File: src/rtl/ram_port_arbiter_if.sv
// Bundle of the two line requesters and the 16-bit RAM port seen by ram_port_arbiter.
// slave = the arbiter's view; master = the cache controllers plus the RAM.
interface ram_port_arbiter_if #(
    parameter int RAM_ADDR_SIZE   = 13,
    parameter int RAM_WORD_SIZE   = 16,
    parameter int CACHE_STR_WIDTH = 64
);
    logic                       m0_req, m1_req;
    logic [RAM_ADDR_SIZE-1:0]   m0_addr, m1_addr;
    logic                       m0_rnw, m1_rnw;
    logic [CACHE_STR_WIDTH-1:0] m0_wdata, m1_wdata;
    logic                       m0_done, m1_done;
    logic                       m0_err, m1_err;
    logic [CACHE_STR_WIDTH-1:0] m0_rdata, m1_rdata;
    logic [RAM_ADDR_SIZE-1:0]   ram_addr;
    logic [RAM_WORD_SIZE-1:0]   ram_wdata;
    logic                       ram_avalid;
    logic                       ram_rnw;
    logic [RAM_WORD_SIZE-1:0]   ram_rdata;
    logic                       ram_ack;

    modport slave (
        input  m0_req, m1_req, m0_addr, m1_addr, m0_rnw, m1_rnw, m0_wdata, m1_wdata,
        input  ram_rdata, ram_ack,
        output m0_done, m1_done, m0_err, m1_err, m0_rdata, m1_rdata,
        output ram_addr, ram_wdata, ram_avalid, ram_rnw
    );

    modport master (
        output m0_req, m1_req, m0_addr, m1_addr, m0_rnw, m1_rnw, m0_wdata, m1_wdata,
        output ram_rdata, ram_ack,
        input  m0_done, m1_done, m0_err, m1_err, m0_rdata, m1_rdata,
        input  ram_addr, ram_wdata, ram_avalid, ram_rnw
    );
endinterface

File: src/rtl/ram_port_arbiter.sv
// Round-robin sharing of one 16-bit RAM port between two line requesters; each
// 64-bit line moves as 4 beats (beat 0 = bits [15:0]) with an ack timeout.
module ram_port_arbiter #(
    parameter int RAM_ADDR_SIZE   = 13,
    parameter int RAM_WORD_SIZE   = 16,
    parameter int CACHE_STR_WIDTH = 64,
    parameter int TIMEOUT         = 255
) (
    input logic              ram_clk,
    input logic              ram_rst,
    ram_port_arbiter_if.slave bus
);
    localparam int BEATS = CACHE_STR_WIDTH / RAM_WORD_SIZE;
    localparam int CW    = (BEATS > 1) ? $clog2(BEATS) : 1;
    localparam int TW    = $clog2(TIMEOUT + 1);

    localparam logic [2:0] IDLE  = 3'd0;
    localparam logic [2:0] CMD   = 3'd1;
    localparam logic [2:0] WBEAT = 3'd2;
    localparam logic [2:0] WACK  = 3'd3;
    localparam logic [2:0] RBEAT = 3'd4;
    localparam logic [2:0] DONE  = 3'd5;

    logic [2:0]                 state;
    logic                       grant, last_grant, win;
    logic [RAM_ADDR_SIZE-1:0]   addr_q;
    logic                       rnw_q, err_q;
    logic [CACHE_STR_WIDTH-1:0] line;
    logic [CACHE_STR_WIDTH-1:0] rdata0_q, rdata1_q;
    logic [CW-1:0]              cnt;
    logic [TW-1:0]              tmo;
    logic                       tmo_hit, last_beat, copy_rd;

    // With both requesting, the port that did not win last time goes next.
    assign win       = (bus.m0_req && bus.m1_req) ? ~last_grant : bus.m1_req;
    assign tmo_hit   = !bus.ram_ack && (tmo == TW'(TIMEOUT - 1));
    assign last_beat = (cnt == CW'(BEATS - 1));
    assign copy_rd   = (state == DONE) && rnw_q && !err_q;

    always_ff @(posedge ram_clk) begin
        if (ram_rst) begin
            state      <= IDLE;
            grant      <= 1'b0;
            last_grant <= 1'b1;
            addr_q     <= '0;
            rnw_q      <= 1'b0;
            err_q      <= 1'b0;
            line       <= '0;
            cnt        <= '0;
            tmo        <= '0;
            rdata0_q   <= '0;
            rdata1_q   <= '0;
        end else begin
            case (state)
                IDLE: if (bus.m0_req || bus.m1_req) begin
                    grant      <= win;
                    last_grant <= win;
                    addr_q     <= win ? bus.m1_addr  : bus.m0_addr;
                    rnw_q      <= win ? bus.m1_rnw   : bus.m0_rnw;
                    line       <= win ? bus.m1_wdata : bus.m0_wdata;
                    err_q      <= 1'b0;
                    tmo        <= '0;
                    state      <= CMD;
                end
                CMD: begin
                    // Beat 0 of a write already went out alongside the command.
                    cnt   <= rnw_q ? CW'(0) : CW'(1);
                    tmo   <= '0;
                    state <= rnw_q ? RBEAT : WBEAT;
                end
                WBEAT: begin
                    cnt <= cnt + 1'b1;
                    if (last_beat) state <= WACK;
                end
                WACK: begin
                    if (bus.ram_ack) begin
                        tmo   <= '0;
                        state <= DONE;
                    end else if (tmo_hit) begin
                        err_q <= 1'b1;
                        state <= DONE;
                    end else begin
                        tmo <= tmo + 1'b1;
                    end
                end
                RBEAT: begin
                    if (bus.ram_ack) begin
                        line[cnt*RAM_WORD_SIZE +: RAM_WORD_SIZE] <= bus.ram_rdata;
                        cnt <= cnt + 1'b1;
                        tmo <= '0;
                        if (last_beat) state <= DONE;
                    end else if (tmo_hit) begin
                        err_q <= 1'b1;
                        state <= DONE;
                    end else begin
                        tmo <= tmo + 1'b1;
                    end
                end
                DONE: begin
                    if (copy_rd && !grant) rdata0_q <= line;
                    if (copy_rd &&  grant) rdata1_q <= line;
                    state <= IDLE;
                end
                default: state <= IDLE;
            endcase
        end
    end

    always_comb begin
        bus.ram_wdata = '0;
        if (state == CMD)   bus.ram_wdata = line[RAM_WORD_SIZE-1:0];
        if (state == WBEAT) bus.ram_wdata = line[cnt*RAM_WORD_SIZE +: RAM_WORD_SIZE];
    end

    assign bus.ram_avalid = (state == CMD);
    assign bus.ram_addr   = (state != IDLE) ? addr_q : '0;
    assign bus.ram_rnw    = (state != IDLE) && rnw_q;

    assign bus.m0_done = (state == DONE) && !grant;
    assign bus.m1_done = (state == DONE) &&  grant;
    assign bus.m0_err  = bus.m0_done && err_q;
    assign bus.m1_err  = bus.m1_done && err_q;

    // The assembled line is visible during the done pulse, then held in the register.
    assign bus.m0_rdata = (copy_rd && !grant) ? line : rdata0_q;
    assign bus.m1_rdata = (copy_rd &&  grant) ? line : rdata1_q;
endmodule

File: src/flat_wrapper.sv
// flat-port wrapper written by rule: the top's interface ports become plain ports
module ram_port_arbiter_flat 
#(
    parameter int RAM_ADDR_SIZE   = 13,
    parameter int RAM_WORD_SIZE   = 16,
    parameter int CACHE_STR_WIDTH = 64,
    parameter int TIMEOUT         = 255
)
  (ram_clk, ram_rst, bus_m0_req, bus_m1_req, bus_m0_addr, bus_m1_addr, bus_m0_rnw, bus_m1_rnw, bus_m0_wdata, bus_m1_wdata, bus_ram_rdata, bus_ram_ack, bus_m0_done, bus_m1_done, bus_m0_err, bus_m1_err, bus_m0_rdata, bus_m1_rdata, bus_ram_addr, bus_ram_wdata, bus_ram_avalid, bus_ram_rnw);
  ram_port_arbiter_if #(.RAM_ADDR_SIZE(RAM_ADDR_SIZE), .RAM_WORD_SIZE(RAM_WORD_SIZE), .CACHE_STR_WIDTH(CACHE_STR_WIDTH)) bus_i ();
  input logic ram_clk;
  input logic ram_rst;
  input wire logic [$bits(bus_i.m0_req)-1:0] bus_m0_req;
  input wire logic [$bits(bus_i.m1_req)-1:0] bus_m1_req;
  input wire logic [$bits(bus_i.m0_addr)-1:0] bus_m0_addr;
  input wire logic [$bits(bus_i.m1_addr)-1:0] bus_m1_addr;
  input wire logic [$bits(bus_i.m0_rnw)-1:0] bus_m0_rnw;
  input wire logic [$bits(bus_i.m1_rnw)-1:0] bus_m1_rnw;
  input wire logic [$bits(bus_i.m0_wdata)-1:0] bus_m0_wdata;
  input wire logic [$bits(bus_i.m1_wdata)-1:0] bus_m1_wdata;
  input wire logic [$bits(bus_i.ram_rdata)-1:0] bus_ram_rdata;
  input wire logic [$bits(bus_i.ram_ack)-1:0] bus_ram_ack;
  output wire logic [$bits(bus_i.m0_done)-1:0] bus_m0_done;
  output wire logic [$bits(bus_i.m1_done)-1:0] bus_m1_done;
  output wire logic [$bits(bus_i.m0_err)-1:0] bus_m0_err;
  output wire logic [$bits(bus_i.m1_err)-1:0] bus_m1_err;
  output wire logic [$bits(bus_i.m0_rdata)-1:0] bus_m0_rdata;
  output wire logic [$bits(bus_i.m1_rdata)-1:0] bus_m1_rdata;
  output wire logic [$bits(bus_i.ram_addr)-1:0] bus_ram_addr;
  output wire logic [$bits(bus_i.ram_wdata)-1:0] bus_ram_wdata;
  output wire logic [$bits(bus_i.ram_avalid)-1:0] bus_ram_avalid;
  output wire logic [$bits(bus_i.ram_rnw)-1:0] bus_ram_rnw;
  assign bus_i.m0_req = bus_m0_req;
  assign bus_i.m1_req = bus_m1_req;
  assign bus_i.m0_addr = bus_m0_addr;
  assign bus_i.m1_addr = bus_m1_addr;
  assign bus_i.m0_rnw = bus_m0_rnw;
  assign bus_i.m1_rnw = bus_m1_rnw;
  assign bus_i.m0_wdata = bus_m0_wdata;
  assign bus_i.m1_wdata = bus_m1_wdata;
  assign bus_i.ram_rdata = bus_ram_rdata;
  assign bus_i.ram_ack = bus_ram_ack;
  assign bus_m0_done = bus_i.m0_done;
  assign bus_m1_done = bus_i.m1_done;
  assign bus_m0_err = bus_i.m0_err;
  assign bus_m1_err = bus_i.m1_err;
  assign bus_m0_rdata = bus_i.m0_rdata;
  assign bus_m1_rdata = bus_i.m1_rdata;
  assign bus_ram_addr = bus_i.ram_addr;
  assign bus_ram_wdata = bus_i.ram_wdata;
  assign bus_ram_avalid = bus_i.ram_avalid;
  assign bus_ram_rnw = bus_i.ram_rnw;
  ram_port_arbiter #(.RAM_ADDR_SIZE(RAM_ADDR_SIZE), .RAM_WORD_SIZE(RAM_WORD_SIZE), .CACHE_STR_WIDTH(CACHE_STR_WIDTH), .TIMEOUT(TIMEOUT)) u_core (.ram_clk(ram_clk), .ram_rst(ram_rst), .bus(bus_i));
endmodule
File: config.mk
export PLATFORM = sky130hd
export DESIGN_NAME = ram_port_arbiter_flat
export DESIGN_NICKNAME = d
export VERILOG_FILES = /design/src/rtl/ram_port_arbiter_if.sv /design/src/rtl/ram_port_arbiter.sv /design/src/flat_wrapper.sv
export SDC_FILE = /design/constraint.sdc
export NUM_CORES = 1
export LEC_CHECK = 0
export ABC_CLOCK_PERIOD_IN_PS = 3050
export BUFFER_PORTS_ARGS = -buffer_cell sky130_fd_sc_hd__buf_4
export CAP_MARGIN = 20
export CELL_PAD_IN_SITES_DETAIL_PLACEMENT = 1
export CELL_PAD_IN_SITES_GLOBAL_PLACEMENT = 1
export CORE_MARGIN = 4
export CORE_UTILIZATION = 39
export CTS_CLUSTER_DIAMETER = 100
export DETAILED_ROUTE_END_ITERATION = 7
export GPL_ROUTABILITY_DRIVEN = 0
export HOLD_SLACK_MARGIN = 0.08
export PLACE_DENSITY_LB_ADDON = 0.15
export SYNTH_ARGS = -nofsm -noshare
export SYNTH_HDL_FRONTEND = slang
export SYNTH_SLANG_ARGS = --single-unit
export TNS_END_PERCENT = 100
File: constraint.sdc
create_clock -name ram_clk -period 3.05 [get_ports ram_clk]
set_input_delay 0 -clock ram_clk [delete_from_list [all_inputs] [get_ports ram_clk]]
set_output_delay 0 -clock ram_clk [all_outputs]
set_load 0.1 [all_outputs]
# --- Word-level counts from Yosys, hierarchy flattened ---
# Cells that the tools add are included.
word_totals:
  word_cells: 92
  latch_bits: 0
  n_memories: 0
  rom_bits: 0
  register_bits: 222
  ramBits: 0
  input_bits: 177
classes:
  shifts: 3
  addsub: 3
  eq_ne: 14
  mux: 32
  order_cmp: 0
  reduce_logical: 28
  n_div: 0
  bitwise: 1
  multipliers: 0
op_table:
  columns: ["operator", "n"]
  rows:
  - ["two-way mux 64 bit", 5]
  - ["one-hot mux 64 bit (2 select lines)", 1]
  - ["bitwise mux 64 bit", 1]
  - ["variable shift 16 x 34 -> 64 bit, first input constant", 1]
  - ["variable part select 16 x 34 -> 64 bit", 1]
  - ["variable part select 64 x 7 -> 16 bit", 1]
  - ["negator 6 -> 34 bit", 1]
  - ["two-way mux 16 bit", 2]
  - ["two-way mux 13 bit", 2]
  - ["two-way mux 8 bit", 3]
  - ["one-hot mux 8 bit (3 select lines)", 1]
  - ["two-way mux 3 bit", 7]
  - ["one-hot mux 3 bit (5 select lines)", 1]
  - ["logical AND 1 bit", 11]
  - ["AND reduction 3 bit", 3]
  - ["nonzero test 3 bit", 3]
  - ["adder 8 x 1 -> 8 bit, second input constant", 1]
  - ["== test 8 bit, second input constant", 1]
  - ["== test 3 x 2 -> 1 bit, second input constant", 2]
  - ["== test 3 bit, second input constant", 2]
  - ["two-way mux 1 bit", 6]
  - ["inequality test 2 x 1 -> 1 bit, second input constant", 3]
  - ["one-hot mux 2 bit (3 select lines)", 1]
  - ["inequality test 2 bit, second input constant", 2]
  - ["other kinds (15)", 19]

# --- Longest topological paths before layout ---
depth:
  ltp_word: 5
  mapped_depth: 10
  depth_no_buf: 6

# --- Worst setup path before layout ---
# OpenSTA, ideal clock, no wires.
synth_path:
  path_type: "register to output"
  startpoint: "register u_core.state[0]"
  endpoint: "output port bus_ram_wdata[10]"
  path_stages_with_launch: 7
  path_buffers: 3
  arrival_ns: 3.062
  path_slack_ns: -0.012
  cell_sequence: "dfxtp_1 > buf_2 > nor2b_1 > nor2b_1 > buf_2 > buf_1 > a22o_1"
synth_via:
  elab_chain_len: 3
  elab_cells_between_ends: 4
  classes_between: "eq/ne: 2; mux: 2"
synth_rtl:
  columns: ["item", "line_no", "rtl"]
  rows:
  - ["from (decl)", "ram_port_arbiter.sv:24", "logic [2:0] state;"]
  - ["from (signal assigned)", "ram_port_arbiter.sv:69", "state <= rnw_q ? RBEAT : WBEAT;"]
  - ["== test 3 x 1 -> 1 bit", null, null]
  - ["net bus_ram_avalid", "flat_wrapper.sv:31", "output wire logic [$bits(bus_i.ram_avalid)-1:0] bus_ram_avalid;"]
  - ["two-way mux 16 bit", "ram_port_arbiter.sv:111", "if (state == CMD) bus.ram_wdata = line[RAM_WORD_SIZE-1:0];"]
  - ["two-way mux 16 bit", "ram_port_arbiter.sv:112", "if (state == WBEAT) bus.ram_wdata = line[cnt*RAM_WORD_SIZE +: RAM_WORD_SIZE];"]
  - ["to (decl)", "flat_wrapper.sv:30", "output wire logic [$bits(bus_i.ram_wdata)-1:0] bus_ram_wdata;"]
# The timed path passes the listed nets, and every way through them passes these cells.

# --- Final worst setup path ---
layout_path:
  startpoint: "register u_core.state[2]"
  endpoint: "register u_core.line[18]"
layout_via:
  elab_chain_len: 3
  elab_cells_between_ends: 7
  classes_between: "eq/ne: 3; mux: 1; reduce/logical: 3"
layout_rtl:
  columns: ["item", "line_no", "rtl"]
  rows:
  - ["== test 3 bit or logical NOT 3 bit (tied branches)", "ram_port_arbiter.sv:54", "case (state)"]
  - ["inequality test 2 bit (no line) (tied with other cells)", null, null]
  - ["AND reduction 3 bit (no line)", null, null]
  - ["to (signal assigned)", "ram_port_arbiter.sv:60", "line <= win ? bus.m1_wdata : bus.m0_wdata;"]
  - ["to (signal, indexed assignment)", "ram_port_arbiter.sv:88", "line[cnt*RAM_WORD_SIZE +: RAM_WORD_SIZE] <= bus.ram_rdata;"]
  - ["to (decl)", "ram_port_arbiter.sv:28", "logic [CACHE_STR_WIDTH-1:0] line;"]
# Several ways; a longest one is shown, not always the timed one.
# A chain may end at the register's enable or synchronous reset.

==> impl_metrics.csv <==
group,metric,value,unit
floorplan,core.rowCount,61,
pwr,sw_frac_of_total,0.4092,
setup_path,end_kind,"flop",
detailed_routing,ant_nets,0,
detailed_routing,drc,0,
clock_network,clkSinkCount,222,
sta,relSlewSlack,0.5374,
global_routing,grtUsageTotal,0.2896,
setup_path,cp-start-kind,"flop",
synthesis,syn_nets,1314,
detailed_routing,wl_per_cell,23.38,um
clock_network,cts_buffer_depth,3,
pwr,p_leak,0.007600,uW
setup_path,critPathKind,"reg -> reg",
placed_design,dpl-instance-area,13990,um2
synthesis,synth_edf_count,0,
detailed_routing,drt_iter0_drc,740,
finish,area_growth,52.58,%
sta,worst_slew_pin_slew,0.6919,ns
pwr,cellPowerDensity,784.2,nW/um2
setup_path,path_max_fanout,50,
sta,fin_crit_sh,0.9480,
synthesis,synth_top_cells_by_area,"dfxtp_1 40%, mux2_4 8.2%, and2_1 7.4%",
setup_path,slowest_delay,0.62,ns
sta,report.final.hold_viol_count,0,
synthesis,synth_top_area_frac,0.4033,
run,drv_cap,0,
setup_path,slowest_stage,"dlygate4sd3_1",
pwr,p_total,13190,uW
min_path,min_to,"u_core.line[42]",
clock_network,cts_tree,"done",
global_routing,grt_overflow,0,
clock_network,worstSkewPairLatency,0.53,ns
placed_design,port_buffers,339,
detailed_routing,drt-total-wl,47270,um
synthesis,synth_top_area_cell,"dfxtp_1",
pwr,p_seq_frac,0.332,
clock_network,htreeDepth,1,
global_routing,grt_pass1_wl,70390,um
floorplan,fp.dieArea,31010,um2
synthesis,synthFlopType,"dfxtp_1",
synthesis,ys_seq_elements,222,
sta,timing.setup.tns,0,ns
synthesis,synthCells,1129,
sta,skew,0.01260,ns
synthesis,avgSynthCellArea,9.760,um2
sta,setup_viol,0,
setup_path,r2r-start,"u_core.state[2]",
finish,nets,1808,
detailed_routing,vias,10933,
min_path,hold_path_depth,4,
clock_network,numCtsBuffers,26,
synthesis,syn_area,11020,um2
synthesis,yosys-top-cells-count,"222 x dfxtp_1, 144 x nand2_1, 131 x and2_1, 105 x a21oi_1, 69 x mux2_2",
synthesis,synth_cell_types,60,
floorplan,die_h,176.1,um
sta,timing.fmax,0.3458,GHz
sta,holdWs,0.08343,ns
global_routing,first_global_vias,11746,
detailed_routing,post_drt_via_cell_ratio,5.407,
detailed_routing,firstDrtPassIters,5,
synthesis,ys_seq_area_frac,0.4033,
synthesis,ys_warn_count,0,
clock_network,cts_root_buf,"clkbuf_16",
pwr,p_int,7791,uW
clock_network,path_clk_slew,0.06,ns
finish,fin_area,16810,um2
pwr,pwr-share-comb,0.412,
sta,fin_crit,2.891,ns
min_path,min_path_type,"in -> reg",
setup_path,worstPathRequired,3.46,ns
setup_path,reg2reg_slack,0.16,ns
floorplan,die_w,176.1,um
synthesis,ys_async_sr_fraction,0,
synthesis,yosysMostFrequentCell,"dfxtp_1",
pwr,clockPowerShare,0.256,
setup_path,r2r_cells,6,
floorplan,coreArea,27860,um2
sta,drv_slew,0,
floorplan,start_util,0.3956,
setup_path,crit_path_cell_trace,"nor3b_4, buf_12, a21oi_1, dlygate4sd3_1, o221a_2, dlygate4sd3_1",
placed_design,hpwl,31540,um
global_routing,grt_max_degree,80,
floorplan,ios,340,
setup_path,r2r_end,"u_core.line[18]",
setup_path,cp.arrival,3.30,ns
setup_path,crit_top_cell,"dlygate4sd3_1",
min_path,worstHoldStart,"bus_ram_rdata[10]",
global_routing,antenna_found_initial,1,
finish,final_core_util,0.6035,
run_status,outcome,"finished, final reports clean",
pwr,p_switching,5395,uW
pwr,irDropWorstVdd,0.4766,mV
finish,drive_above_1_share,0.3798,
==> through the flow <==
stage	cells	setup WS, ns
2_1_floorplan	1129	0.06380
3_3_place_gp	1784	0.5348
3_5_place_dp	1784	0.4572
4_1_cts	2017	0.03371
5_1_grt	2022	-0.03618
6_report	2022	0.1586
==> critical path: cells and delay by family (launching register included) <==
family | cells | cell delay, ns
AO/OA/AOI/OAI | 2 | 0.37
buffers and inverters | 3 | 1.46
flip-flops | 1 | 0.55
AND/OR/NAND/NOR | 1 | 0.34
==> layout make-up <==
cell class | count | area (um2)
inverter | 24 | 92.59
tap | 378 | 473.0
clock buffer | 32 | 714.4
sequential | 222 | 4444
antenna | 1 | 2.502
fill | 3021 | 11040
timing repair buffer | 561 | 4766
multi-input combinational | 788 | 6110
clock inverter | 16 | 211.5
==> how the worst max path moves through the flow <==
stage | from | end | slack (ns)
6_report | u_core.state[2] | u_core.line[18] | 0.16
5_1_grt | u_core.cnt[0] | u_core.line[20] | -0.04
4_1_cts | u_core.cnt[1] | u_core.line[18] | 0.03
3_5_place_dp | u_core.state[2] | u_core.rdata1_q[58] | 0.46
3_3_place_gp | u_core.state[2] | u_core.rdata1_q[58] | 0.53
2_1_floorplan | u_core.state[2] | bus_m0_err | 0.06
==> state kept, by name, summed over array words and instances, names as in the netlist <==
| name | cells |
|---|---|
| u_core.addr_q | 13 |
| u_core.cnt | 2 |
| u_core.err_q | 1 |
| u_core.grant | 1 |
| u_core.last_grant | 1 |
| u_core.line | 64 |
| u_core.rdata0_q | 64 |
| u_core.rdata1_q | 64 |
| u_core.rnw_q | 1 |
| u_core.state | 3 |
| u_core.tmo | 8 |
==> routing by layer <==
layer / track usage / routed length, um
met1: 0.3544 / 19010
met5: 0 / 0
met3: 0.06146 / 3545
met2: 0.5108 / 23160
met4: 0.08934 / 1556
==> power groups by stage <==
stage	clock network [uW]	registers, uW	logic, uW
2_1_floorplan	0	3850	3480
6_report	3380	4380	5430
4_1_cts	3430	4340	5320
3_3_place_gp	0	4380	4560
5_1_grt	3560	4400	5790
3_5_place_dp	0	4400	4640
==> cells by family (layout without fill, tap and decap cells) <==
| logic type | count (synthesis) | after routing | share of synthesized area |
|---|---|---|---|
| muxes | 146 | 146 | 0.1859 |
| AOI/OAI and AO/OA | 279 | 279 | 0.1833 |
| buffers and inverters | 119 | 633 | 0.04712 |
| xor gates and xnor gates | 1 | 1 | 0.0007950 |
| other | 0 | 1 | 0 |
| DFF | 222 | 222 | 0.4033 |
| and+or+nand+nor | 354 | 354 | 0.1705 |
| adders and majority gates | 8 | 8 | 0.009084 |
==> repair_timing <==
item | CTS | global route
gates cloned | 0 | 1
setup endpoints to repair | 64 | 14
resized for setup | 0 | 2
hold buffers | 183 | 0
pin swaps | 0 | 1
endpoints found under the hold margin | 92 | 0
setup buffers | 2 | 3
==> cells in the final DEF, fill, tap and decap left out, types with 3 or more instances in the layout <==
cell / synthesis / layout
inv_1: 24 / 23
ha_1: 8 / 8
a22o_1: 32 / 32
buf_4: 11 / 370
o221a_1: 13 / 13
mux4_2: 16 / 16
a2111oi_4: 3 / 3
a311oi_1: 18 / 18
dfxtp_1: 222 / 222
and3_1: 5 / 5
o221a_2: 35 / 35
buf_12: 0 / 6
nor2b_1: 19 / 19
clkbuf_16: 0 / 28
clkbuf_1: 55 / 3
bufinv_16: 0 / 5
nor2_1: 18 / 18
mux2_4: 60 / 60
nand2_1: 144 / 144
a21oi_1: 105 / 105
nand4_1: 5 / 5
clkinv_2: 0 / 9
o21a_1: 3 / 3
nor3_1: 3 / 3
dlygate4sd3_1: 0 / 183
nand2b_1: 3 / 3
nand3_1: 5 / 5
o21ai_0: 52 / 52
and2_1: 131 / 131
mux2_2: 69 / 69
(Power assumes the default switching activity.)
